**src/rtl/pwm_pkg.sv**
```systemverilog
// ---------------------------------------------------------------------------
// pwm_pkg
// Shared definitions for the PWM ramp controller datapath: default duty
// resolution, slot-timer width, FSM state encodings and the slot-count helper.
// ---------------------------------------------------------------------------
package pwm_pkg;

    localparam int PWM_RES_DEF = 10;
    localparam int T_LSB_W     = 12;

    localparam logic [1:0] ENC_IDLE = 2'd0;
    localparam logic [1:0] ENC_RAMP = 2'd1;
    localparam logic [1:0] ENC_HOLD = 2'd2;

    typedef enum logic [1:0] {
        ST_IDLE = ENC_IDLE,
        ST_RAMP = ENC_RAMP,
        ST_HOLD = ENC_HOLD
    } state_t;

    // Number of slots in one PWM period for a given duty resolution.
    function automatic int slot_max(input int res);
        return (1 << res) - 1;
    endfunction

    localparam int SLOT_MAX_DEF = (1 << PWM_RES_DEF) - 1;

endpackage

```
**src/rtl/pwm_period_timer.sv**
```systemverilog
// ---------------------------------------------------------------------------
// pwm_period_timer
// Mirrors the pwm_generator's period counters so the controller knows where
// each period ends. clk_cnt runs 0..t_lsb, slot_cnt runs 1..2^PWM_RES-1.
// Ports:
//   i_clk         system clock
//   i_rst_n       asynchronous active-low reset
//   i_clear       restart the period (asserted with every sync pulse)
//   i_t_lsb       clocks-per-slot minus 1
//   o_period_end  last clock of the current period
// ---------------------------------------------------------------------------
module pwm_period_timer
    import pwm_pkg::*;
#(
    parameter int PWM_RES = PWM_RES_DEF
) (
    input  logic               i_clk,
    input  logic               i_rst_n,
    input  logic               i_clear,
    input  logic [T_LSB_W-1:0] i_t_lsb,
    output logic               o_period_end
);

    localparam logic [PWM_RES-1:0] SLOT_MAX = PWM_RES'(slot_max(PWM_RES));
    localparam logic [PWM_RES-1:0] SLOT_ONE = PWM_RES'(1);

    logic [T_LSB_W-1:0] r_clk_cnt;
    logic [PWM_RES-1:0] r_slot_cnt;
    logic               w_clk_max;
    logic               w_slot_max;

    // >= keeps the counter bounded should it ever sit above a new t_lsb.
    assign w_clk_max    = (r_clk_cnt >= i_t_lsb);
    assign w_slot_max   = (r_slot_cnt == SLOT_MAX);
    assign o_period_end = w_clk_max && w_slot_max;

    always_ff @(posedge i_clk or negedge i_rst_n) begin
        if (!i_rst_n) begin
            r_clk_cnt  <= '0;
            r_slot_cnt <= SLOT_ONE;
        end else if (i_clear) begin
            r_clk_cnt  <= '0;
            r_slot_cnt <= SLOT_ONE;
        end else if (w_clk_max) begin
            r_clk_cnt  <= '0;
            r_slot_cnt <= w_slot_max ? SLOT_ONE : r_slot_cnt + SLOT_ONE;
        end else begin
            r_clk_cnt  <= r_clk_cnt + T_LSB_W'(1);
        end
    end

endmodule

```
**src/rtl/pwm_ramp_controller.sv**
```systemverilog
// ---------------------------------------------------------------------------
// pwm_ramp_controller
// Drives one pwm_generator. Duty targets arrive over valid/ready; the applied
// duty moves toward the target by i_step once per PWM period, and every new
// value is handed over with a one-cycle sync pulse at a period boundary.
//
//   state | meaning
//   IDLE  | generator held at duty 0, no targets accepted
//   RAMP  | applied duty != target, one step per period_end
//   HOLD  | applied duty == target, no syncs issued
//
// Ports:
//   i_clk, i_rst_n            system clock, asynchronous active-low reset
//   i_enable, i_kill          run request (level), emergency off (overrides)
//   i_t_lsb_cfg               clocks-per-slot minus 1, latched on start
//   i_step                    ramp increment per period, 0 = jump to target
//   i_target_valid/_duty      offered duty target
//   o_target_ready            target taken when valid && ready
//   o_pwm_value, o_sync_signal, o_t_lsb   generator interface
//   o_busy                    high while ramping
// ---------------------------------------------------------------------------
module pwm_ramp_controller
    import pwm_pkg::*;
#(
    parameter int PWM_RES = PWM_RES_DEF
) (
    input  logic               i_clk,
    input  logic               i_rst_n,
    input  logic               i_enable,
    input  logic               i_kill,
    input  logic [T_LSB_W-1:0] i_t_lsb_cfg,
    input  logic [PWM_RES-1:0] i_step,
    input  logic               i_target_valid,
    input  logic [PWM_RES-1:0] i_target_duty,
    output logic               o_target_ready,
    output logic [PWM_RES-1:0] o_pwm_value,
    output logic               o_sync_signal,
    output logic [T_LSB_W-1:0] o_t_lsb,
    output logic               o_busy
);

    state_t             r_state;
    logic [PWM_RES-1:0] r_target;
    logic [PWM_RES-1:0] r_pwm_value;
    logic               r_sync;
    logic               r_sync_pend;
    logic [T_LSB_W-1:0] r_t_lsb;
    logic               r_ready;
    logic               r_busy;

    logic               w_period_end;
    logic               w_stop;
    logic               w_start;
    logic               w_step_sync;
    logic               w_sync_req;
    logic               w_sync_fire;
    logic               w_accept;
    logic [PWM_RES-1:0] w_target_next;
    logic [PWM_RES:0]   w_cur_ext;
    logic [PWM_RES:0]   w_tgt_ext;
    logic [PWM_RES:0]   w_step_ext;
    logic [PWM_RES:0]   w_diff;
    logic [PWM_RES:0]   w_moved;
    logic [PWM_RES-1:0] w_ramp_next;

    pwm_period_timer #(.PWM_RES(PWM_RES)) u_timer (
        .i_clk        (i_clk),
        .i_rst_n      (i_rst_n),
        .i_clear      (w_sync_fire),
        .i_t_lsb      (r_t_lsb),
        .o_period_end (w_period_end)
    );

    assign w_stop        = (r_state != ST_IDLE) && (i_kill || !i_enable);
    assign w_start       = (r_state == ST_IDLE) && i_enable && !i_kill;
    assign w_step_sync   = (r_state == ST_RAMP) && w_period_end && !w_stop;
    assign w_sync_req    = w_stop || w_start || w_step_sync;
    // A request landing on a cycle that already carries a sync is deferred by
    // one cycle so the pulse never stretches; the generator then latches the
    // most recent pwm_value.
    assign w_sync_fire   = (w_sync_req || r_sync_pend) && !r_sync;
    assign w_accept      = i_target_valid && r_ready && !w_stop;
    assign w_target_next = w_accept ? i_target_duty : r_target;

    // Extra bit keeps cur+step and the differences free of wrap-around.
    always_comb begin
        w_cur_ext   = {1'b0, r_pwm_value};
        w_tgt_ext   = {1'b0, r_target};
        w_step_ext  = {1'b0, i_step};
        w_diff      = '0;
        w_moved     = '0;
        w_ramp_next = r_target;
        if (w_tgt_ext >= w_cur_ext) begin
            w_diff  = w_tgt_ext - w_cur_ext;
            w_moved = w_cur_ext + w_step_ext;
        end else begin
            w_diff  = w_cur_ext - w_tgt_ext;
            w_moved = w_cur_ext - w_step_ext;
        end
        if ((i_step != '0) && (w_diff > w_step_ext)) begin
            w_ramp_next = w_moved[PWM_RES-1:0];
        end
    end

    always_ff @(posedge i_clk or negedge i_rst_n) begin
        if (!i_rst_n) begin
            r_state     <= ST_IDLE;
            r_target    <= '0;
            r_pwm_value <= '0;
            r_sync      <= 1'b0;
            r_sync_pend <= 1'b0;
            r_t_lsb     <= '0;
            r_ready     <= 1'b0;
            r_busy      <= 1'b0;
        end else begin
            r_sync      <= w_sync_fire;
            r_sync_pend <= (w_sync_req || r_sync_pend) && r_sync;
            if (w_stop) begin
                r_state     <= ST_IDLE;
                r_pwm_value <= '0;
                r_target    <= '0;
                r_ready     <= 1'b0;
                r_busy      <= 1'b0;
            end else begin
                case (r_state)
                    ST_IDLE: begin
                        if (w_start) begin
                            r_t_lsb     <= i_t_lsb_cfg;
                            r_pwm_value <= '0;
                            r_ready     <= 1'b1;
                            r_state     <= (r_target != '0) ? ST_RAMP : ST_HOLD;
                            r_busy      <= (r_target != '0);
                        end
                    end
                    ST_RAMP: begin
                        if (w_period_end) begin
                            r_pwm_value <= w_ramp_next;
                            // Compare with the target in force after this
                            // cycle so a same-cycle accept is not lost.
                            if (w_ramp_next == w_target_next) begin
                                r_state <= ST_HOLD;
                                r_busy  <= 1'b0;
                            end
                        end
                        if (w_accept) begin
                            r_target <= i_target_duty;
                        end
                    end
                    ST_HOLD: begin
                        if (w_accept) begin
                            r_target <= i_target_duty;
                            if (i_target_duty != r_pwm_value) begin
                                r_state <= ST_RAMP;
                                r_busy  <= 1'b1;
                            end
                        end
                    end
                    default: begin
                        r_state <= ST_IDLE;
                        r_ready <= 1'b0;
                        r_busy  <= 1'b0;
                    end
                endcase
            end
        end
    end

    assign o_target_ready = r_ready;
    assign o_pwm_value    = r_pwm_value;
    assign o_sync_signal  = r_sync;
    assign o_t_lsb        = r_t_lsb;
    assign o_busy         = r_busy;

endmodule

```
**config.mk**
```make
export PLATFORM = sky130hd
export DESIGN_NAME = pwm_ramp_controller
export DESIGN_NICKNAME = d
export VERILOG_FILES = /design/src/rtl/pwm_pkg.sv /design/src/rtl/pwm_period_timer.sv /design/src/rtl/pwm_ramp_controller.sv
export SDC_FILE = /design/constraint.sdc
export NUM_CORES = 1
export LEC_CHECK = 0
export ABC_CLOCK_PERIOD_IN_PS = 4600
export CAP_MARGIN = 25
export CORE_ASPECT_RATIO = 0.8
export CORE_MARGIN = 2
export CORE_UTILIZATION = 50
export CTS_CLUSTER_DIAMETER = 100
export CTS_CLUSTER_SIZE = 10
export DETAILED_ROUTE_END_ITERATION = 8
export PLACE_DENSITY = 0.72
export SYNTH_ARGS = -nofsm -noshare
export SYNTH_HDL_FRONTEND = slang
export SYNTH_SLANG_ARGS = --single-unit
```
**constraint.sdc**
```tcl
create_clock -name i_clk -period 4.6 [get_ports i_clk]
set_input_delay 0.69 -clock i_clk [delete_from_list [all_inputs] [get_ports i_clk]]
set_output_delay 0.69 -clock i_clk [all_outputs]
set_load 0.05 [all_outputs]
```
# --- After elaboration in Yosys (flattened, before gate mapping) ---
# Cells that the tools add are included.
word_totals:
  out_inout_bits: 25
  elab_cells: 95
  regBits: 60
  input_bits: 37
classes:
  eq_ne: 11
  magnitude_cmp: 3
  mux: 33
  add_sub_neg: 6
  bitwise_logic: 1
  reduce_logical: 31
ops:
  columns: ["operator", "count"]
  rows:
  - ["2-to-1 mux 10 bit", 11]
  - ["2-to-1 mux 12 bit", 2]
  - ["subtractor 10 x 10 -> 11 bit", 2]
  - ["case mux 10 bit (2 select lines)", 1]
  - ["nonzero test 10 bit", 2]
  - ["2-to-1 mux 2 bit", 7]
  - ["adder 12 x 1 -> 12 bit (second input constant)", 1]
  - [">= comparator 12 bit", 1]
  - ["inequality test 3 bit (second input constant)", 4]
  - ["> comparator 11 x 10 -> 1 bit", 1]
  - ["logical AND 1 bit", 11]
  - ["2-to-1 mux 11 bit", 1]
  - ["adder 10 x 1 -> 10 bit (second input constant)", 1]
  - ["adder 10 bit", 1]
  - ["equality test 10 bit", 1]
  - ["equality test 10 bit (second input constant)", 1]
  - [">= comparator 10 bit", 1]
  - ["inequality test 10 bit", 1]
  - ["subtractor 10 bit", 1]
  - ["2-to-1 mux 1 bit", 8]
  - ["case mux 2 bit (3 select lines)", 1]
  - ["AND reduction 3 bit", 2]
  - ["nonzero test 2 bit", 3]
  - ["AND reduction 5 bit", 1]
  - ["other kinds (13)", 19]

# --- Longest topological paths before layout ---
# Gate-level depths: netlist (run 1).
depth:
  depth_word: 11
  mapped_depth: 23
  ltp_nobuf: 22

# --- Modules after synthesis ---
# Synthesis (run 1) repeated with hierarchy kept, for this count alone.
hier_totals:
  cells_unflattened: 669
  area_unflattened_um2: 5795.6
by_module_without_submodules:
  columns: ["mod", "area_each_um2", "n_inst", "seq_area_each_um2", "cells_each"]
  rows:
  - ["pwm_ramp_controller", 4230.3, 1, 950.9, 513]
  - ["pwm_period_timer", 1565.3, 1, 551.8, 156]

# --- Worst setup path after synthesis (run 1) ---
# No wires, ideal clock.
synth_path:
  path_kind: "register to register"
  startpoint: "reg r_pwm_value[8], in the netlist o_pwm_value[8]"
  endpoint: "reg r_busy, in the netlist o_busy"
  required_time_ns: 4.475
  synth_period_minus_slack_ns: 5.462
  arrival_time_ns: 5.337
  setup_ns: 0.125
  path_slack_ns: -0.862
  path_buffers: 3
  stages_incl_launch_ff: 22
  path_cell_list: "dfrtp_1 -> inv_1 -> ha_1 -> buf_2 -> a21o_1 -> a21o_1 -> a41oi_4 -> and2_0 -> clkbuf_1 -> mux2_2 -> ha_1 -> nor2b_1 -> o2111ai_1 -> a31oi_1 -> o41a_1 -> or3_4 -> buf_6 -> a32oi_1 -> mux2i_1 -> o2111a_2 -> o21ai_2 -> mux2_4"
synth_between:
  elab_chain_cells: 8
  word_cells_on_any_way: 15
  classes_between: "4 x add/sub; 2 x order compare; 4 x eq/ne; 3 x mux; 2 x reduce/logical"
synth_rtl:
  columns: ["item", "line", "source"]
  rows:
  - ["start, declared", "pwm_ramp_controller.sv:44", "logic [PWM_RES-1:0] r_pwm_value;"]
  - ["start signal, assigned", "pwm_ramp_controller.sv:137", "r_pwm_value <= w_ramp_next;"]
  - ["subtractor 10 x 10 -> 11 bit, or another cell as far along", "pwm_ramp_controller.sv:97", "w_diff = w_cur_ext - w_tgt_ext;"]
  - ["2-to-1 mux 11 bit", "pwm_ramp_controller.sv:93", "if (w_tgt_ext >= w_cur_ext) begin"]
  - ["> comparator 11 x 10 -> 1 bit", "pwm_ramp_controller.sv:100", "if ((i_step != '0) && (w_diff > w_step_ext)) begin"]
  - ["logical AND 1 bit", "pwm_ramp_controller.sv:100", null]
  - ["2-to-1 mux 10 bit", "pwm_ramp_controller.sv:100", null]
  - ["equality test 10 bit", "pwm_ramp_controller.sv:140", "if (w_ramp_next == w_target_next) begin"]
  - ["inequality test 3 x 2 -> 1 bit (no source line)", null, null]
  - ["AND reduction 5 bit (no source line) *", null, null]
  - ["end signal, assigned", "pwm_ramp_controller.sv:132", "r_busy <= (r_target != '0);"]
  - ["end, declared", "pwm_ramp_controller.sv:49", "logic r_busy;"]
# Every way passes the cells marked *; elsewhere a longest branch is shown, timed or not.
# A chain may end at the register's enable or synchronous reset.

# --- Final worst setup path (run 1) ---
layout_path:
  startpoint: "reg r_target[8]"
  endpoint: "reg r_state[0]"
layout_between:
  elab_chain_cells: 8
  word_cells_on_any_way: 17
  classes_between: "2 x add/sub; 2 x order compare; 2 x eq/ne; 8 x mux; 3 x reduce/logical"
layout_rtl:
  columns: ["item", "line", "source"]
  rows:
  - ["start, declared", "pwm_ramp_controller.sv:43", "logic [PWM_RES-1:0] r_target;"]
  - ["start signal, assigned", "pwm_ramp_controller.sv:146", "r_target <= i_target_duty;"]
  - ["start signal, assigned", "pwm_ramp_controller.sv:151", "r_target <= i_target_duty;"]
  - ["subtractor 10 x 10 -> 11 bit, or another cell as far along", "pwm_ramp_controller.sv:97", null]
  - ["2-to-1 mux 11 bit", "pwm_ramp_controller.sv:93", null]
  - ["> comparator 11 x 10 -> 1 bit", "pwm_ramp_controller.sv:100", null]
  - ["logical AND 1 bit", "pwm_ramp_controller.sv:100", null]
  - ["2-to-1 mux 10 bit", "pwm_ramp_controller.sv:100", null]
  - ["equality test 10 bit", "pwm_ramp_controller.sv:140", null]
  - ["inequality test 3 x 2 -> 1 bit (no source line)", null, null]
  - ["AND reduction 5 bit (no source line)", null, null]
  - ["end signal, assigned", "pwm_ramp_controller.sv:131", "r_state <= (r_target != '0) ? ST_RAMP : ST_HOLD;"]
  - ["end, declared", "pwm_ramp_controller.sv:42", "state_t r_state;"]
# Several ways; a longest one is shown, not always the timed one. The select of a mux whose other input is x is not followed.

==> key figures, run 1 <==
Worst setup path
  • Startpoint-to-endpoint class of the critical path: reg2reg
  • RR Startpoint: r_target[8]
  • Crit path launch type: flop
  • Slack of the worst reg-to-reg path: -0.18 ns
  • Reg2reg end: r_state[0]
  • Arrival time worst endpoint: 4.99 ns
  • Worst setup EP type: flop
  • Required time of the worst setup path: 4.81 ns
  • Crit path max fanout: 5
  • Worst-case reg-to-reg path depth: 18

Clocking
  • Clock root buffer master: sky130_fd_sc_hd__clkbuf_16
  • TritonCTS clock tree: built
  • Count of hold buffers inserted by post-cts repair: 0
  • Post-CTS clock slew at the launch and capture registers of the worst setup and hold paths: 0.05 ns
  • Number of sinks on the clock net: 60
  • Total clock buffers created by CTS: 9
  • Clk buf depth: 2
  • Later-pin clock latency in the skew report: 0.33 ns
  • H-tree levels: 3

GRT
  • Global-route wire length before repair: 27.8 mm
  • GRT Util Overall: 29.7%
  • Via count of the first global-routing pass: 5326
  • Number of antenna violations at the first check in global routing: 0
  • Pin count of the biggest net entering global routing: 48
  • Overflow left after global routing: 0

Drt
  • Wirelength per Cell: 18.9 µm
  • Final wirelength: 17.8 mm
  • Number of iterations in the first detailed-routing pass: 6
  • Drt drc: 0
  • Violation count after the first detailed-route iteration: 537
  • Per-cell via count in the routed design: 5.94
  • Final antenna-violating net count: 0
  • Vias after detailed routing: 5606

STA
  • Number of hold violations in the final report: 0
  • Max-slew violation count: 0
  • Final period utilization: 104%
  • Worst slew margin relative to its limit: 34.6%
  • PnR worst setup slack: -0.180 ns
  • Final number of setup-violating endpoints: 3
  • Minimum clock period: 4.78 ns
  • Transition time at the pin with the least slew margin: 0.977 ns
  • Clock skew: 0.00473 ns
  • Setup repair after global routing missed its margin: true
  • Achievable Freq: 209 MHz

Layout
  • Proportion of layout cells with a drive suffix above 1: 22.0%
  • Number of nets in the layout: 893
  • Most common cell after layout, fill and taps aside: sky130_fd_sc_hd__buf_4
  • Area growth syn-to-layout: 33.1%
  • Most used cells in the layout excluding fill and tap cells: 71 x sky130_fd_sc_hd__buf_4, 64 x sky130_fd_sc_hd__nand2_1, 60 x sky130_fd_sc_hd__clkdlybuf4s50_1
  • Antenna cell count: 0

Floorplanning
  • Die Height: 99.0 µm
  • Placeable core region: 10900 µm²
  • Overall die area: 12200 µm²
  • Boundary pin count: 62
  • Row count: 34
  • Die width: 123 µm
  • Initial Util: 51.6%

Synthesis
  • Synth Flop Type: sky130_fd_sc_hd__dfrtp_1
  • Ys Warns: 0
  • Number of enable flip-flop cells after synthesis: 0
  • Post-synthesis area per instance: 8.41 µm²
  • Share of synthesized flip-flops with an asynchronous set or reset: 100%
  • Sequential element share of the synthesized area: 26.6%
  • Number of cells produced by synthesis: 671
  • Netlist area before placement: 5640 µm²
  • Register bit count reported by yosys: 60
  • Synth Net Count: 768
  • Number of distinct library cells after synthesis: 67

Pwr
  • Leak pwr: 3.35 nW
  • Relative contribution of sequential cells to total power: 16.6%
  • Power, Total: 4.38 mW
  • Worst IR drop on VDD: 0.290 mV
  • P_int: 2.36 mW
  • Clk pwr share: 15.0%
  • Power dissipated by switching net loads: 2.02 mW
  • Power per Cell Area: 584 nW/µm²
  • Portion of total power attributed to combinational logic: 68.5%
  • Fraction of power spent switching nets: 46.1%

Placed design
  • Worst-case setup slack after placement: -0.189 ns
  • Routability congestion estimate: 0.997
  • IO buf count: 61
  • Placed wire-length estimate after detailed placement: 13.4 mm

Worst hold path
  • Classification of the worst-slack hold path: in2async

Status
  • Violated checks: negative setup slack
  • Outcome: finished, violations left

Job
  • Number of maximum-capacitance constraint violations: 0
## power groups by stage
stage / Clock, mW / Sequential, mW / Combinational (mW)
finish: 0.656 / 0.727 / 3.00
global route: 0.693 / 0.742 / 3.22
CTS: 0.669 / 0.725 / 2.80
detailed placement: 0 / 0.733 / 2.68
global placement: 0 / 0.723 / 2.62
floorplan: 0 / 0.953 / 1.64
## metrics by stage
| stage | TNS, ns | util, % | hold slack (ns) | instances | area [µm²] |
|---|---|---|---|---|---|
| 6_report | -0.483 | 68.7 | 0.254 | 943 | 7510 |
| 5_1_grt | -0.868 | 68.7 | 0.276 | 943 | 7510 |
| 4_1_cts | -0.0678 | 66.5 | 0.258 | 940 | 7280 |
| 3_5_place_dp | -0.459 | 63.2 | 0.495 | 923 | 6910 |
| 3_3_place_gp | -0.321 | 63.2 | 0.495 | 923 | 6910 |
| 2_1_floorplan | -0.784 | - | 0.394 | 671 | 5720 |
## sequential cells by signal (all words and copies together), names as in the netlist
signal              count
r_sync_pend             1
o_sync_signal           1
o_pwm_value            10
u_timer.r_slot_cnt     10
u_timer.r_clk_cnt      12
o_t_lsb                12
o_target_ready          1
r_state                 2
o_busy                  1
r_target               10
## timing repair
action	in CTS	in global routing
endpoints found under the setup margin	3	12
buffers inserted	2	4
gates cloned	1	0
gates resized for setup	16	44
pin swaps	6	36
## logic make-up (layout without fill, tap and decap cells)
| family | count (synthesis) | in the layout | share of synthesized area (%) |
|---|---|---|---|
| compound gates | 160 | 160 | 19.0 |
| xor+xnor | 63 | 63 | 10.0 |
| fa+ha+maj | 60 | 60 | 13.7 |
| buf+inv | 75 | 202 | 5.39 |
| flops | 60 | 60 | 26.6 |
| mux | 34 | 34 | 6.54 |
| simple gates | 219 | 220 | 18.7 |
## critical path, cell delays in order (launching register included)
cell and delay (ns):
sky130_fd_sc_hd__dfrtp_2 0.45, sky130_fd_sc_hd__ha_4 0.26, sky130_fd_sc_hd__a21o_1 0.16, sky130_fd_sc_hd__a21o_1 0.18, sky130_fd_sc_hd__a41oi_4 0.20, sky130_fd_sc_hd__and2_4 0.25, sky130_fd_sc_hd__mux2i_4 0.29, sky130_fd_sc_hd__buf_4 0.16
sky130_fd_sc_hd__xnor2_2 0.14, sky130_fd_sc_hd__ha_1 0.30, sky130_fd_sc_hd__o2111ai_1 0.12, sky130_fd_sc_hd__a31oi_1 0.11, sky130_fd_sc_hd__o41a_1 0.45, sky130_fd_sc_hd__or3_4 0.47, sky130_fd_sc_hd__a32oi_1 0.23, sky130_fd_sc_hd__mux2i_1 0.10
sky130_fd_sc_hd__o2111a_2 0.29, sky130_fd_sc_hd__o21ai_4 0.18, sky130_fd_sc_hd__mux2_4 0.32
## cell type report
cell class | count | area, µm²
multi-input combinational | 537 | 4160
fill | 896 | 3420
sequential | 60 | 1520
timing repair buffer | 135 | 1180
clock buffer | 11 | 243
inverter | 53 | 199
tap | 144 | 180
clock inverter | 3 | 40.0
## how the worst max path moves through the flow
stage	startpoint	end	cells past startpoint	slack [ns]
floorplan	o_pwm_value[8]	o_busy	21	-0.30
global placement	o_pwm_value[1]	o_busy	21	-0.14
detailed placement	o_pwm_value[1]	o_busy	21	-0.19
CTS	r_target[8]	r_state[0]	18	-0.04
global route	r_target[8]	r_state[0]	18	-0.27
finish	r_target[8]	r_state[0]	18	-0.18
## per-layer routing
layer | vias to the layer above | global-route usage (%) | share of wire (%)
met4 | 0 | 6.72 | 1.2
met1 | 2677 | 44.3 | 46
met2 | 268 | 44.0 | 44
met3 | 28 | 6.02 | 9.0
li1 | 2633 | - | -
met5 | - | 0 | 0
## synth_stat cells, types with 4 or more instances
library cell	number	share of area, %
sky130_fd_sc_hd__a211oi_1	9	1.2
sky130_fd_sc_hd__inv_1	53	3.5
sky130_fd_sc_hd__and2_1	5	0.55
sky130_fd_sc_hd__ha_1	57	13
sky130_fd_sc_hd__clkbuf_1	11	0.73
sky130_fd_sc_hd__nor2_1	55	3.7
sky130_fd_sc_hd__mux2i_1	17	3.0
sky130_fd_sc_hd__mux2_2	15	3.0
sky130_fd_sc_hd__a31oi_1	9	1.0
sky130_fd_sc_hd__buf_2	6	0.53
sky130_fd_sc_hd__and3_1	14	1.6
sky130_fd_sc_hd__nor3_1	9	0.80
sky130_fd_sc_hd__o21ai_0	39	3.5
sky130_fd_sc_hd__nand2b_1	7	0.78
sky130_fd_sc_hd__nor4_1	5	0.55
sky130_fd_sc_hd__nor2b_1	6	0.67
sky130_fd_sc_hd__o21a_1	5	0.67
sky130_fd_sc_hd__a21boi_0	4	0.53
sky130_fd_sc_hd__o211ai_1	5	0.67
sky130_fd_sc_hd__nand2_1	64	4.3
sky130_fd_sc_hd__a21oi_1	40	3.5
sky130_fd_sc_hd__xnor2_1	40	6.2
sky130_fd_sc_hd__a21o_1	9	1.2
sky130_fd_sc_hd__xor2_1	22	3.4
sky130_fd_sc_hd__dfrtp_1	59	26
sky130_fd_sc_hd__nand4_1	10	1.1
sky130_fd_sc_hd__or3_1	4	0.44
sky130_fd_sc_hd__nand3_1	28	2.5
sky130_fd_sc_hd__a2111oi_0	4	0.62
No activity file was read; power rests on OpenSTA's default activity.
==> run 2: changes to the inputs <==
--- a/config.mk
+++ b/config.mk
@@ -13,7 +13,7 @@
 export CTS_CLUSTER_DIAMETER = 100
 export CTS_CLUSTER_SIZE = 10
 export DETAILED_ROUTE_END_ITERATION = 8
-export PLACE_DENSITY = 0.72
+export PLACE_DENSITY = 0.75
 export SYNTH_ARGS = -nofsm -noshare
 export SYNTH_HDL_FRONTEND = slang
 export SYNTH_SLANG_ARGS = --single-unit
==> key figures, run 2 (synthesis results as in run 1) <==
Status
  • Outcome: finished, violations left (unchanged)
  • Violated checks: negative setup slack (unchanged)

Placed design
  • IO buf count: 61 (unchanged)
  • Placed wire-length estimate after detailed placement: 13.6 mm (was 13.4 mm)
  • Placed Instance Area: 6970 µm² (was 6910 µm²)
  • Routability congestion estimate: 0.999 (was 0.997)

GRT
  • Overflow left after global routing: 0 (unchanged)
  • GRT Util Overall: 29.6% (was 29.7%)
  • Via count of the first global-routing pass: 5458 (was 5326)
  • Global-route wire length before repair: 28.0 mm (was 27.8 mm)
  • Pin count of the biggest net entering global routing: 61 (was 48)
  • Number of antenna violations at the first check in global routing: 0 (unchanged)

Floorplanning
  • Initial Util: 51.6% (unchanged)
  • Boundary pin count: 62 (unchanged)
  • Placeable core region: 10900 µm² (unchanged)
  • Die width: 123 µm (unchanged)
  • Row count: 34 (unchanged)
  • Overall die area: 12200 µm² (unchanged)
  • Die Height: 99.0 µm (unchanged)

Drt
  • Number of iterations in the first detailed-routing pass: 7 (was 6)
  • Wirelength per Cell: 18.2 µm (was 18.9 µm)
  • Final wirelength: 17.3 mm (was 17.8 mm)
  • Drt drc: 0 (unchanged)
  • Vias after detailed routing: 5519 (was 5606)
  • Per-cell via count in the routed design: 5.80 (was 5.94)
  • Violation count after the first detailed-route iteration: 408 (was 537)
  • Final antenna-violating net count: 0 (unchanged)

STA
  • Clock skew: 0.00781 ns (was 0.00473 ns)
  • Max-slew violation count: 0 (unchanged)
  • Final hold slack: 0.513 ns (was 0.254 ns)
  • Final period utilization: 102% (was 104%)
  • Achievable Freq: 214 MHz (was 209 MHz)
  • PnR worst setup slack: -0.0747 ns (was -0.180 ns)
  • Worst slew margin relative to its limit: 48.3% (was 34.6%)
  • Transition time at the pin with the least slew margin: 0.775 ns (was 0.977 ns)
  • Minimum clock period: 4.67 ns (was 4.78 ns)
  • Setup repair after global routing missed its margin: true (unchanged)
  • Final number of setup-violating endpoints: 3 (unchanged)
  • Number of hold violations in the final report: 0 (unchanged)

Clocking
  • Post-CTS clock slew at the launch and capture registers of the worst setup and hold paths: 0.05 ns (about the same)
  • TritonCTS clock tree: built (unchanged)
  • H-tree levels: 3 (unchanged)
  • Number of sinks on the clock net: 60 (unchanged)
  • Clk buf depth: 2 (unchanged)
  • Count of hold buffers inserted by post-cts repair: 0 (unchanged)
  • Clock root buffer master: sky130_fd_sc_hd__clkbuf_16 (unchanged)
  • Total clock buffers created by CTS: 9 (unchanged)
  • Later-pin clock latency in the skew report: 0.33 ns (about the same)

Pwr
  • Worst IR drop on VDD: 0.255 mV (was 0.290 mV)
  • Relative contribution of sequential cells to total power: 16.8% (was 16.6%)
  • Portion of total power attributed to combinational logic: 67.4% (was 68.5%)
  • Fraction of power spent switching nets: 45.5% (was 46.1%)
  • Clk pwr share: 15.8% (was 15.0%)
  • Power per Cell Area: 578 nW/µm² (was 584 nW/µm²)
  • P_int: 2.35 mW (was 2.36 mW)
  • Power dissipated by switching net loads: 1.96 mW (was 2.02 mW)
  • Leak pwr: 3.39 nW (was 3.35 nW)

Layout
  • Number of filler cells placed in the layout: 870 (was 896)
  • Number of nets in the layout: 900 (was 893)
  • Most used cells in the layout excluding fill and tap cells: 79 x sky130_fd_sc_hd__buf_4, 64 x sky130_fd_sc_hd__nand2_1, 60 x sky130_fd_sc_hd__clkdlybuf4s50_1 (was 71 x sky130_fd_sc_hd__buf_4, 64 x sky130_fd_sc_hd__nand2_1, 60 x sky130_fd_sc_hd__clkdlybuf4s50_1)
  • Antenna cell count: 0 (unchanged)
  • Proportion of layout cells with a drive suffix above 1: 20.2% (was 22.0%)
  • Layout Cell Area excl Fill: 7450 µm² (was 7510 µm²)
  • Most common cell after layout, fill and taps aside: sky130_fd_sc_hd__buf_4 (unchanged)
  • Area growth syn-to-layout: 32.1% (was 33.1%)

Worst setup path
  • Required time of the worst setup path: 4.81 ns (about the same)
  • Arrival time worst endpoint: 4.89 ns (was 4.99 ns)
  • Worst setup EP type: flop (unchanged)
  • Startpoint-to-endpoint class of the critical path: reg2reg (unchanged)
  • Crit path launch type: flop (unchanged)
  • Crit path max fanout: 9 (was 5)

Job
  • Number of maximum-capacitance constraint violations: 0 (unchanged)

Worst hold path
  • Classification of the worst-slack hold path: in2async (unchanged)
==> run 2: cell count changes in the layout (fill, tap and decap cells not counted), sizes merged <==
cell / before / now
or3: 6 / 5
buf: 75 / 83
clkinv: 2 / 0
clkbuf: 11 / 15
==> run 2: power groups by stage <==
stage | logic, mW | registers (mW) | clock network (mW)
floorplan | 1.64 | 0.953 | 0
global placement | 2.62 | 0.723 | 0
detailed placement | 2.68 | 0.732 | 0
CTS | 2.77 | 0.726 | 0.684
global route | 3.12 | 0.741 | 0.716
finish | 2.90 | 0.725 | 0.681
==> run 2: what timing repair did <==
item / 4_1_cts / 5_1_grt
pin swaps: 10 / 16
endpoints found under the hold margin: 0 / 0
buffers inserted: 2 / 3
gates resized for setup: 17 / 19
endpoints found under the setup margin: 3 / 4
==> run 2: final timing paths <==
| kind | depth (start not counted) | slack, ns | from | to |
|---|---|---|---|---|
| min in group i_clk | 1 | 0.52 | o_sync_signal | r_sync_pend |
| worst max-delay path | 19 | -0.07 | o_pwm_value[8] | o_busy |
| worst min register to register | 1 | 0.52 | o_sync_signal | r_sync_pend |
| worst min-delay path | 2 | 0.51 | i_rst_n | o_pwm_value[2] |
| worst max register to register | 19 | -0.07 | o_pwm_value[8] | o_busy |
| max in group asynchronous | 2 | 3.52 | i_rst_n | o_pwm_value[7] |
==> run 2: worst max-delay path, stage by stage (launching register included) <==
cell and delay (ns):
sky130_fd_sc_hd__dfrtp_2 0.41, sky130_fd_sc_hd__inv_2 0.07, sky130_fd_sc_hd__ha_4 0.21, sky130_fd_sc_hd__a21o_1 0.18, sky130_fd_sc_hd__a21o_1 0.18, sky130_fd_sc_hd__a41oi_4 0.19, sky130_fd_sc_hd__and2_4 0.23, sky130_fd_sc_hd__mux2i_4 0.28
sky130_fd_sc_hd__o21ai_2 0.09, sky130_fd_sc_hd__xor2_1 0.25, sky130_fd_sc_hd__ha_1 0.33, sky130_fd_sc_hd__o2111ai_1 0.11, sky130_fd_sc_hd__a31oi_1 0.12, sky130_fd_sc_hd__o41a_1 0.37, sky130_fd_sc_hd__or3_4 0.41, sky130_fd_sc_hd__a221oi_2 0.27
sky130_fd_sc_hd__o311a_1 0.21, sky130_fd_sc_hd__o2111a_2 0.25, sky130_fd_sc_hd__o21ai_4 0.08, sky130_fd_sc_hd__mux2_4 0.31
==> run 2: per-layer routing <==
layer / wire length (µm) / vias to the layer above / GRT usage, %
met1: 8450 / 2639 / 44.9
met4: 128 / 0 / 4.24
li1: - / 2651 / -
met2: 7490 / 213 / 43.9
met5: 0 / - / 0
met3: 1270 / 16 / 6.60
==> run 2: stage by stage <==
stage / cells / utilization, % / power, mW / TNS, ns / setup WS, ns
after global routing: 952 / 68.2 / 4.58 / -0.689 / -0.243
after floorplan: 671 / - / 2.60 / -0.784 / -0.305
after CTS: 949 / 67.3 / 4.18 / -0.0276 / -0.0194
after global placement: 931 / 63.7 / 3.34 / -0.167 / -0.0834
final: 952 / 68.2 / 4.31 / -0.165 / -0.0747
after detailed placement: 931 / 63.7 / 3.41 / -0.471 / -0.177
==> run 2: cell type report <==
| class | count | area, µm² | share of cell area (%) |
|---|---|---|---|
| Tap cell | 144 | 180 | 2.42 |
| Clock buffer | 15 | 268 | 3.59 |
| Clock inverter | 1 | 30.0 | 0.403 |
| Sequential cell | 60 | 1520 | 20.4 |
| Timing Repair Buffer | 143 | 1230 | 16.5 |
| Inverter | 53 | 199 | 2.67 |
| Multi-Input combinational cell | 536 | 4030 | 54.0 |
==> edit 1 (settings of run 1) <==
The package constant `T_LSB_W` goes from 12 to 6.
--- a/src/rtl/pwm_pkg.sv
+++ b/src/rtl/pwm_pkg.sv
@@ -8,3 +8,3 @@
     localparam int PWM_RES_DEF = 10;
-    localparam int T_LSB_W     = 12;
+    localparam int T_LSB_W     = 6;
 
Interface: changed (resized i_t_lsb_cfg and o_t_lsb); port bits go from 62 to 50. No check against the original RTL was run, so the function may have changed too.
==> edit 1 against run 1 <==
- the run still ends with setup timing left
- design area fell by 4.8%
- power fell by 2.7%
- first-iteration DRC count rose by 9.3%
- worst setup slack got worse by 0.22 ns
- hold slack improved by 0.24 ns
- sequential cell count fell by 12
- global-route usage rose by 0.50 points
- area after synthesis fell by 8.2%
- synthesized cell count fell by 3.3%
- sequential share of layout area fell by 3.2 points
- wire length fell by 3.7%
- critical endpoint is now r_state[1]
- largest cell class unchanged
- highest routed layer unchanged
==> edit 1: results (changes against run 1) <==
outcome: finished, violations left (unchanged)
failing checks: setup timing (unchanged)
Synth Area in Compound Gates: 0.2363 (was 0.1898)
critical path's largest stage delay: 0.49 ns (was 0.47 ns)
Place WS: -0.5930 ns (was -0.1892 ns)
worst-case reg-to-reg path depth: 24 (was 18)
Non-Filler Instances: 940 (was 943)
Post-Synth XOR/XNOR Area: 0.1010 (was 0.1002)
H-tree lvl count: 2 (was 3)
DP HPWL: 13660 um (was 13440 um)
GR Util All Layers: 0.3020 (was 0.2971)
# setup viols final: 3 (unchanged)
Synth area leaders: dfrtp_1, ha_1, xnor2_1 (unchanged)
vias per cell: 5.933 (was 5.945)
Worst-path clk slew: 0.07 ns (was 0.05 ns)
WL final: 17190 um (was 17850 um)
Filler cells: 839 (was 896)
Peak VDD IR: 0.0004203 V (was 0.0002896 V)
synthesized net count: 734 (was 768)
crit path max fanout: 8 (was 5)
mux share of post-synthesis cell area: 0.02972 (was 0.06542)
unique cell type count in the Yosys netlist: 70 (was 67)
final worst setup slack: -0.4024 ns (was -0.1802 ns)
slowest CP cell: or4_1 (was or3_4)
GPL Wtd Cong: 0.9739 (was 0.9965)
Clock Skew: 0.01118 ns (was 0.004733 ns)
edit 1: cell types whose count changed in the layout (fill, tap and decap cells not counted), moves of 9 or more:
| cell | before | now |
|---|---|---|
| inv_1 | 52 | 41 |
| clkdlybuf4s50_1 | 60 | 48 |
| mux2i_1 | 14 | 2 |
| buf_4 | 71 | 115 |
| dfrtp_1 | 49 | 39 |
| a21oi_1 | 36 | 51 |
| nor2_1 | 54 | 45 |
edit 1: routing by layer:
metal,vias to the layer above,track usage,part of all wire
met1,2665,0.4250,0.45
met2,258,0.4797,0.44
met4,0,0.05221,0.0098
met5,-,0,0
met3,23,0.07356,0.099
li1,2631,-,-
edit 1: cell families (layout without fill, tap and decap cells):
family,Yosys count,in the layout
buffers and inverters,71,222
xor gates and xnor gates,58,58
DFF,48,48
adders and majority gates,54,54
muxes,14,14
and+or+nand+nor,219,219
AOI/OAI and AO/OA,185,185
edit 1: power breakdown:
group          switching [mW]  internal (mW)  leakage, nW
Sequential             0.0757          0.500        0.630
Clock                   0.171          0.314       0.0944
Combinational            1.80           1.41         2.44
Total                    2.05           2.22         3.16
edit 1: final cells by class:
class                           instances  area, sq um  share of cell area
Tap cell                              140        175.2             0.02449
Timing Repair Buffer                  169         1405              0.1965
Sequential cell                        48         1215              0.1699
Inverter                               45        171.4             0.02397
Clock inverter                          3        68.82            0.009622
Multi-Input combinational cell        530         3991              0.5581
Clock buffer                            5        125.1             0.01749
edit 1: path summary, 6_finish.rpt:
path,to,from,slack [ns]
setup / recovery,r_state[1],r_target[3],-0.40
hold / removal,o_target_ready,i_rst_n,0.49
setup reg to reg,r_state[1],r_target[3],-0.40
hold reg to reg,o_busy,o_busy,0.52
max in group asynchronous,u_timer.r_slot_cnt[0],i_rst_n,3.31
min in group i_clk,o_busy,o_busy,0.52
==> edit 2 (config.mk and constraints of run 1) <==
Made on the original files. Register the inputs `i_t_lsb_cfg`, `i_target_valid` and `i_target_duty` before use, cleared by the reset. The logic sees them one clock later. The other inputs are not delayed to match.
--- a/src/rtl/pwm_ramp_controller.sv
+++ b/src/rtl/pwm_ramp_controller.sv
@@ -41,2 +41,18 @@
 
+    logic [T_LSB_W-1:0] i_t_lsb_cfg_q;
+    logic i_target_valid_q;
+    logic [PWM_RES-1:0] i_target_duty_q;
+
+    always_ff @(posedge i_clk or negedge i_rst_n) begin
+        if (!i_rst_n) begin
+            i_t_lsb_cfg_q    <= '0;
+            i_target_valid_q <= '0;
+            i_target_duty_q  <= '0;
+        end else begin
+            i_t_lsb_cfg_q    <= i_t_lsb_cfg;
+            i_target_valid_q <= i_target_valid;
+            i_target_duty_q  <= i_target_duty;
+        end
+    end
+
     state_t             r_state;
@@ -81,4 +97,4 @@
     assign w_sync_fire   = (w_sync_req || r_sync_pend) && !r_sync;
-    assign w_accept      = i_target_valid && r_ready && !w_stop;
-    assign w_target_next = w_accept ? i_target_duty : r_target;
+    assign w_accept      = i_target_valid_q && r_ready && !w_stop;
+    assign w_target_next = w_accept ? i_target_duty_q : r_target;
 
@@ -127,3 +143,3 @@
                         if (w_start) begin
-                            r_t_lsb     <= i_t_lsb_cfg;
+                            r_t_lsb     <= i_t_lsb_cfg_q;
                             r_pwm_value <= '0;
@@ -145,3 +161,3 @@
                         if (w_accept) begin
-                            r_target <= i_target_duty;
+                            r_target <= i_target_duty_q;
                         end
@@ -150,4 +166,4 @@
                         if (w_accept) begin
-                            r_target <= i_target_duty;
-                            if (i_target_duty != r_pwm_value) begin
+                            r_target <= i_target_duty_q;
+                            if (i_target_duty_q != r_pwm_value) begin
                                 r_state <= ST_RAMP;
Check against the original RTL: not equivalent (Yosys sat finds a counterexample within 4 cycles, from zero or initial values and one cycle with i_rst_n low).
==> edit 2 against run 1 <==
- the flow still finishes with violations (setup timing)
- power increased by 5.6%
- fmax decreased by 8.8%
- cell count increased by 5.4%
- design area increased by 8.6%
- wire length decreased by 5.2%
- worst setup slack got worse by 0.46 ns
- die area increased by 6.1%
- synthesized cell count decreased by 0.30%
- area after synthesis increased by 6.3%
- clock skew increased by 0.0080 ns
- sequential cell count increased by 23
- largest cell class unchanged
==> edit 2: results (changes against run 1) <==
share of post-route cells with drive strength above 1: 0.2482 (was 0.2203)
Peak VDD IR: 0.0005408 V (was 0.0002896 V)
GR Layer Usage met3: 0.04293 (was 0.06019)
Seq/Total Area, Yosys: 0.3464 (was 0.2664)
synthesized net count: 766 (was 768)
syn_area_per_cell: 8.968 sq um (was 8.408 sq um)
Final #Nets: 938 (was 893)
critical path's largest stage delay: 0.45 ns (was 0.47 ns)
adder-cell area share of the yosys netlist: 0.1289 (was 0.1371)
Global Route met2 Usage: 0.4295 (was 0.4403)
failing checks: setup timing (unchanged)
Setup crit start: r_target[5] (was r_target[8])
mux share of post-synthesis cell area: 0.03962 (was 0.06542)
first-pass GRT wire length: 26940 um (was 27790 um)
unique cell type count in the Yosys netlist: 64 (was 67)
Place WS: -0.7533 ns (was -0.1892 ns)
Worst-Margin Slew: 0.9054 ns (was 0.9770 ns)
GPL Wtd Cong: 0.9473 (was 0.9965)
slowest CP cell: or3b_4 (was or3_4)
WHS: 0.3124 ns (was 0.2536 ns)
outcome: finished, violations left (unchanged)
met2 wire len: 7922 um (was 7841 um)
Static Leak: 3.754 nW (was 3.354 nW)
met1 Use GR: 0.3704 (was 0.4432)
DR WL met3: 927 um (was 1605 um)
WL met1: 7888 um (was 8192 um)
Wirelength per Cell: 17.02 um (was 18.93 um)
DR iter-0 viols: 424 (was 537)
Post-Synth XOR/XNOR Area: 0.09572 (was 0.1002)
vias per cell: 5.621 (was 5.945)
crit path max fanout: 4 (was 5)
setup TNS: -1.820 ns (was -0.4834 ns)
top post-synthesis cells by count: dfrtp_1, nor2_1, nand2_1 (was nand2_1, dfrtp_1, ha_1)
vias in the first global route: 5413 (was 5326)
final worst setup slack: -0.6428 ns (was -0.1802 ns)
Clock Skew: 0.01277 ns (was 0.004733 ns)
Synth Area in Compound Gates: 0.1773 (was 0.1898)
Synth area leaders: dfrtp_1, ha_1, xnor2_1 (unchanged)
GR Util All Layers: 0.2628 (was 0.2971)
r2r endpoint: o_busy (was r_state[0])
Worst-path clk slew: 0.07 ns (was 0.05 ns)
DP HPWL: 12650 um (was 13440 um)
# setup viols final: 3 (unchanged)
-- edit 2: cell types whose count changed in the layout (fill, tap and decap cells not counted), moves of 6 or more --
| cell | delta |
|---|---|
| nand2_1 | -7 |
| o2bb2ai_1 | +10 |
| a21o_1 | +10 |
| o21ai_0 | -14 |
| mux2i_1 | -7 |
| dfrtp_1 | +23 |
| a21oi_1 | +15 |
| buf_4 | +40 |
| nand3_1 | -7 |
| xnor2_1 | +6 |
-- edit 2: layout make-up --
cell class / count / area [sq um]
multi-input combinational: 508 / 3806
fill: 882 / 3445
sequential: 83 / 2091
timing repair buffer: 181 / 1575
clock buffer: 10 / 239.0
inverter: 58 / 217.7
tap: 148 / 185.2
clock inverter: 6 / 46.29
-- edit 2: stage by stage --
step           instance area, sq um    util
2_1_floorplan                  6142       -
3_3_place_gp                   7571  0.6524
3_5_place_dp                   7571  0.6524
4_1_cts                        7931  0.6835
5_1_grt                        8160  0.7032
6_report                       8160  0.7032
-- edit 2: power by group --
part | internal, mW | switching (mW)
clock | 0.384 | 0.313
combinational | 1.46 | 1.53
sequential | 0.840 | 0.102
-- edit 2: repair_timing --
| item | in CTS | in global routing |
|---|---|---|
| gates resized for setup | 14 | 19 |
| gates cloned | 0 | 1 |
| setup endpoints to repair | 3 | 3 |
| hold buffers | 0 | 0 |
| pin swaps | 12 | 28 |
| buffers inserted | 3 | 14 |
-- edit 2: how the worst max path moves through the flow --
stage,end,slack (ns),cells after the start
finish,o_busy,-0.64,22
CTS,o_busy,-0.63,21
global placement,o_busy,-0.65,22
global route,o_busy,-0.86,22
floorplan,o_busy,-0.60,24
detailed placement,r_state[0],-0.75,23
